## src/rtl/gtrg_hdr_fmt.sv

```systemverilog
// GTRG FIFO consumer: pops one trigger entry per event, tags it with an L1A number,
// and serialises four DMB header words over a valid/acknowledge handshake.
module gtrg_hdr_fmt #(
    parameter int TMR = 0
) (
    input  logic        CLK,
    input  logic        RST,
    input  logic        EN,
    input  logic        L1ARST,
    input  logic        EMPTY_B,
    input  logic [16:0] DAVSOUT,
    input  logic [11:0] BXCOUNTOUT,
    input  logic [3:0]  CFEBBX,
    output logic        POP,
    output logic [15:0] HDR_DATA,
    output logic        HDR_DV,
    input  logic        HDR_ACK,
    output logic [4:0]  RDMASK,
    output logic [4:0]  MISMATCH,
    output logic        RDSTRB,
    output logic        BUSY
);

    typedef enum logic [1:0] {
        S_IDLE = 2'd0,
        S_WAIT = 2'd1,
        S_CAPT = 2'd2,
        S_SEND = 2'd3
    } state_t;

    state_t      state;
    state_t      state_next;
    logic [1:0]  idx;
    logic [1:0]  idx_next;
    logic        capt;

    logic [16:0] hold_dav;
    logic [11:0] hold_bx;
    logic [3:0]  hold_cb;
    logic [11:0] ev_num;
    logic [11:0] cnt;
    logic [11:0] cnt_base;
    logic [15:0] word;

    always_comb begin
        state_next = state;
        idx_next   = idx;
        case (state)
            S_IDLE: if (EN && EMPTY_B) state_next = S_WAIT;
            S_WAIT: state_next = S_CAPT;
            S_CAPT: begin
                state_next = S_SEND;
                idx_next   = '0;
            end
            S_SEND: if (HDR_ACK) begin
                idx_next = idx + 2'd1;
                if (idx == 2'd3) state_next = S_IDLE;
            end
            default: state_next = S_IDLE;
        endcase
    end

    // Control state optionally held in three copies; bitwise majority masks a single upset.
    generate
        if (TMR != 0) begin : g_tmr
            state_t     st_q  [3];
            logic [1:0] idx_q [3];
            always_ff @(posedge CLK) begin
                for (int unsigned i = 0; i < 3; i++) begin
                    if (RST) begin
                        st_q[i]  <= S_IDLE;
                        idx_q[i] <= '0;
                    end else begin
                        st_q[i]  <= state_next;
                        idx_q[i] <= idx_next;
                    end
                end
            end
            assign state = state_t'((st_q[0] & st_q[1]) | (st_q[0] & st_q[2]) | (st_q[1] & st_q[2]));
            assign idx   = (idx_q[0] & idx_q[1]) | (idx_q[0] & idx_q[2]) | (idx_q[1] & idx_q[2]);
        end else begin : g_plain
            state_t     st_q;
            logic [1:0] idx_q;
            always_ff @(posedge CLK) begin
                if (RST) begin
                    st_q  <= S_IDLE;
                    idx_q <= '0;
                end else begin
                    st_q  <= state_next;
                    idx_q <= idx_next;
                end
            end
            assign state = st_q;
            assign idx   = idx_q;
        end
    endgenerate

    assign capt     = (state == S_CAPT);
    assign cnt_base = L1ARST ? 12'd0 : cnt;

    always_ff @(posedge CLK) begin
        if (RST) begin
            hold_dav <= '0;
            hold_bx  <= '0;
            hold_cb  <= '0;
            ev_num   <= '0;
            cnt      <= '0;
            RDMASK   <= '0;
            MISMATCH <= '0;
            RDSTRB   <= 1'b0;
        end else begin
            RDSTRB <= capt;
            cnt    <= cnt_base + {11'd0, capt};
            if (capt) begin
                hold_dav <= DAVSOUT;
                hold_bx  <= BXCOUNTOUT;
                hold_cb  <= CFEBBX;
                ev_num   <= cnt_base;
                RDMASK   <= DAVSOUT[5:1] | DAVSOUT[15:11];
                MISMATCH <= DAVSOUT[5:1] ^ DAVSOUT[15:11];
            end
        end
    end

    always_comb begin
        word = '0;
        case (idx)
            2'd0: word = {4'h9, ev_num};
            2'd1: word = {4'hA, hold_bx};
            2'd2: word = {4'hB, hold_cb, hold_dav[16], hold_dav[0], hold_dav[5:1], 1'b0};
            2'd3: word = {4'hC, 2'b00, hold_dav[10:6], hold_dav[15:11]};
            default: word = '0;
        endcase
    end

    assign POP      = capt;
    assign HDR_DV   = (state == S_SEND);
    assign HDR_DATA = HDR_DV ? word : 16'h0000;
    assign BUSY     = (state != S_IDLE);

endmodule

```

## config.mk

```make
export PLATFORM = sky130hd
export DESIGN_NAME = gtrg_hdr_fmt
export DESIGN_NICKNAME = d
export VERILOG_FILES = /design/src/rtl/gtrg_hdr_fmt.sv
export SDC_FILE = /design/constraint.sdc
export NUM_CORES = 1
export LEC_CHECK = 0
export CAP_MARGIN = 10
export CORE_MARGIN = 2
export CORE_UTILIZATION = 50
export DETAILED_ROUTE_END_ITERATION = 16
export PLACE_DENSITY = 0.82
export SYNTH_ARGS = -nofsm -noshare
export SYNTH_HDL_FRONTEND = slang
export SYNTH_SLANG_ARGS = --single-unit
```

## constraint.sdc

```tcl
create_clock -name CLK -period 3.9 [get_ports CLK]
set_input_delay 1.17 -clock CLK [delete_from_list [all_inputs] [get_ports CLK]]
set_output_delay 1.17 -clock CLK [all_outputs]
set_load 0.05 [all_outputs]
```

# Word level (Yosys, flattened, before mapping)
# Index checks and enable logic that the tools add are counted.
# Widths: inputs -> output; s select.
[word_totals]
mem_bits_ro = 0
ramBits = 0
latchBits = 0
out_inout_bits = 30
n_memories = 0
reg_bits = 72
[classes]
order_cmp = 0
add_sub_neg = 2
bitwise_logic = 2
reduce_logical = 7
shifts = 0
muxes = 9
div = 0
n_eq_ne = 9
multipliers = 0
[ops]
columns = ["op", "count"]
rows = [
  ["$pmux 16 s4", 1],
  ["$mux 16", 1],
  ["$add 12x1->12", 1],
  ["$mux 12", 1],
  ["$eq 2x2->1 const B", 4],
  ["$mux 2", 4],
  ["$pmux 2 s4", 1],
  ["$or 5x5->5", 1],
  ["$xor 5x5->5", 1],
  ["$eq 2x1->1 const B", 2],
  ["$logic_not 2->1", 2],
  ["$ne 2x1->1 const B", 2],
  ["$pmux 2 s2", 1],
  ["$reduce_bool 2->1", 2],
  ["$reduce_and 3->1", 1],
  ["$add 2x1->2 const B", 1],
  ["$ne 2x2->1 const B", 1],
  ["$reduce_and 2->1", 1],
  ["$logic_and 1x1->1", 1],
]

# Depth between registers and ports, before layout
[depth]
ltp_word = 4
depth_mapped = 7

# Worst setup path before layout
# OpenSTA, ideal clock, no wires.
[synth_path]
path_type = "register to output"
from = "register g_plain.st_q[0]"
to = "output HDR_DATA[10]"
path_slack_ns = 0.962
path_stages_with_launch = 5
arrival_time_ns = 1.768
cell_sequence = "dfxtp_1 -> ha_1 -> clkbuf_1 -> clkbuf_1 -> and2_1"
[synth_between]
elab_chain_len = 2
[synth_rtl]
columns = ["item", "line_no", "text"]
rows = [
  ["start: declaration", "82", "state_t st_q;"],
  ["start signal: assignment", "89", "st_q <= state_next;"],
  ["$eq 2x2->1", "137", "assign HDR_DV = (state == S_SEND);"],
  ["named net HDR_DV", "16", "output logic HDR_DV,"],
  ["$mux 16", "138", "assign HDR_DATA = HDR_DV ? word : 16'h0000;"],
  ["end: declaration", "15", "output logic [15:0] HDR_DATA,"],
]
# The timed path passes the listed nets, and every way through them passes these cells.

# Worst setup path after layout
[layout_path]
from = "register g_plain.idx_q[0]"
to = "output HDR_DATA[2]"
[layout_between]
elab_chain_len = 3
elab_cells_between_ends = 6
classes_between = "eq/ne: 3; mux: 2; reduce/logical: 1"
[layout_rtl]
columns = ["item", "line_no", "text"]
rows = [
  ["start: declaration", "83", "logic [1:0] idx_q;"],
  ["start signal: assignment", "90", "idx_q <= idx_next;"],
  ["$eq 2x2->1 (tied with other cells)", "127", "case (idx)"],
  ["$pmux 16 s4 *", "127", ""],
  ["$mux 16 *", "138", ""],
]
# Mark *: on every way between the ends. The rest lies on a longest branch, timed or not. The select of a mux whose other input is x is not followed.

==> metrics <==
synthesized area per cell 9.11 um^2; main combinational cell family by area after synthesis simple AND/OR/NAND/NOR gates; share of post-route cells with drive strength above 1 6.40%; Top FF cell, synth dfxtp_1; largest area contributor in the netlist dfxtp_1; syn nets 414; Iteration-0 DRC Markers 271; most area-consuming cells after synthesis dfxtp_1, mux2i_1, nor2_1, ha_1, and2_1; Initial Util 51.6%; Post-DP Area 3980 um^2; CP Capture Type primary output; CTS tree done; RePlAce Congestion 0.766; Routed WL per cell 15.1 um; total grt overflow 0; die area 7220 um^2; maximum clock insertion buffer count 2; Mapped Area 3280 um^2; post-route setup TNS 0 ns; antenna diode count 0; vias per cell 5.50; synthesis warning total 0; Final Util 66.8%; Vias 2743; Max-slew headroom 38.0%; largest net degree at the start of global routing 68; vias in the first global route 2615; Non-Filler Instances 499; startpoint types register; TritonCTS Buffers 9; post-route ant nets 0; Leakage 1.59 nW; htree depth 3; Post-route DRC 0; Row Count 29; Final Skew 0.00646 ns; clock slew at reported path FFs 0.07 ns; top-count cell post-synth dfxtp_1; antenna violations before repair 0; total track usage 21.3%; status finished, final reports clean; core area 6350 um^2; Final period util 97.1%; # Post-CTS Setup Buffers 0; Design Area, Final 4240 um^2; # hold bufs at CTS 0; worst hold path class reg -> reg; Synth Area in Compound Gates 11.1%; total wire length 7520 um; Area growth, synth to finish 29.4%; DP Cell Count 483; FMAX 0.264 GHz; XOR/XNOR share of the synthesized area 0.801%; Hold Fails Final Rpt 0; pwr dens 527 nW/um^2; Post-synth top cells dfxtp_1, nor2_1, mux2i_1; Worst IR Drop VDD 0.000450 V; Clock Root Buffer clkbuf_8; Tmin final 3.79 ns; Die Width 85.0 um; Slew Limit Fails 0; Post-synth EDFFs 0; required time of the critical path 2.73 ns; I/O Buffers 68; post-synthesis sequential area ratio 44.0%; CP Max Fanout 12; area share of fa/ha/maj cells after synthesis 5.72%; clk_lat worst skew 0.34 ns; first-pass GRT wire length 12200 um; dpl hpwl 5140 um; final setup violation count 0; Synth async-reset ratio 0%; mux share of post-synthesis cell area 14.4%; top-level I/O count 69; unrepaired setup endpoints after global routing false; maxcap violations 0; Simple-Gate Fraction of Synth Area 18.8%; Hold Worst Slack 0.478 ns; Yosys top cell area share 44.0%; Fill cells 500; post-synthesis register bit count 72; First-pass DRT Iterations 5; WP data arrival 2.62 ns; Num Clock Sinks 72; Worst Tran Pin Value 0.931 ns; Cell variety after synth 35; WS Path Type reg -> out; post-layout net count 471; DIE HEIGHT 85.0 um; Cells after Synth 360
[worst max-delay path: stages, from the launching register on]
cell	delay, ns
dfxtp_1	0.35
inv_1	0.12
ha_1	0.48
a222oi_1	0.16
o21ai_0	0.20
and2_1	0.16
clkdlybuf4s50_1	0.80
[layout by cell type, fill, tap and decap left out, drive strengths merged, types with 2 or more instances in the layout]
master and n:
nand2 15, a211oi 6, or4 3, nand2b 2
clkbuf 11, a222oi 9, ha 15, or3 3
clkdlybuf4s50 63, o31ai 3, dlymetal6s2s 4, nor2 59
nand3 6, xnor2 2, mux2i 46, inv 17
o21ai 14, nor2b 15, a21bo 2, nand3b 4
a21oi 14, dfxtp 72, and2 15, a22oi 4
bufinv 3, buf 4
[cells by family after synthesis]
group	after synthesis
fa+ha+maj	15
mux	47
xor+xnor	3
buf+inv	42
flops	72
compound gates	54
simple gates	127
[timing repair]
action	in CTS	in global routing
gates resized for setup	0	5
endpoints found under the hold margin	0	0
setup endpoints to repair	0	12
[final cells by class]
| class | instances | area (um^2) | area share (%) |
|---|---|---|---|
| Multi-Input combinational cell | 246 | 1680 | 39.6 |
| Sequential cell | 72 | 1440 | 34.0 |
| Timing Repair Buffer | 71 | 708 | 16.7 |
| Clock buffer | 11 | 151 | 3.57 |
| Clock inverter | 5 | 103 | 2.42 |
| Tap cell | 77 | 96.3 | 2.27 |
| Inverter | 17 | 63.8 | 1.50 |
[power by group]
group / internal [mW] / switching [mW]
Sequential: 0.825 / 0.0566
Combinational: 0.260 / 0.362
Clock: 0.459 / 0.274
Total: 1.54 / 0.693
[registers in the layout, summed over array words and instances (netlist names)]
register	flops
MISMATCH	5
g_plain.idx_q	2
hold_dav	17
hold_cb	4
hold_bx	12
ev_num	12
cnt	12
RDSTRB	1
RDMASK	5
g_plain.st_q	2
[final timing paths]
| path | start | endpoint | cells past startpoint | slack [ns] |
|---|---|---|---|---|
| max | g_plain.idx_q[0] | HDR_DATA[2] | 6 | 0.11 |
| min | cnt[11] | cnt[11] | 2 | 0.48 |
| min reg2reg | cnt[11] | cnt[11] | 2 | 0.48 |
| max reg2reg | g_plain.st_q[0] | cnt[10] | 8 | 1.07 |
[metal layers]
layer / vias up / track usage, % / wire, um
li1: 1346 / - / -
met1: 1292 / 26.3 / 3170
met2: 93 / 36.0 / 3740
met3: 12 / 5.74 / 464
met4: 0 / 7.50 / 141
met5: - / 0 / 0
[through the flow]
stage	setup slack [ns]	total power, mW
after floorplan	0.962	1.33
after global placement	0.463	1.50
after detailed placement	0.412	1.51
after CTS	0.0179	2.25
after global routing	0.000981	2.34
final	0.111	2.24
(Power assumes the default switching activity.)
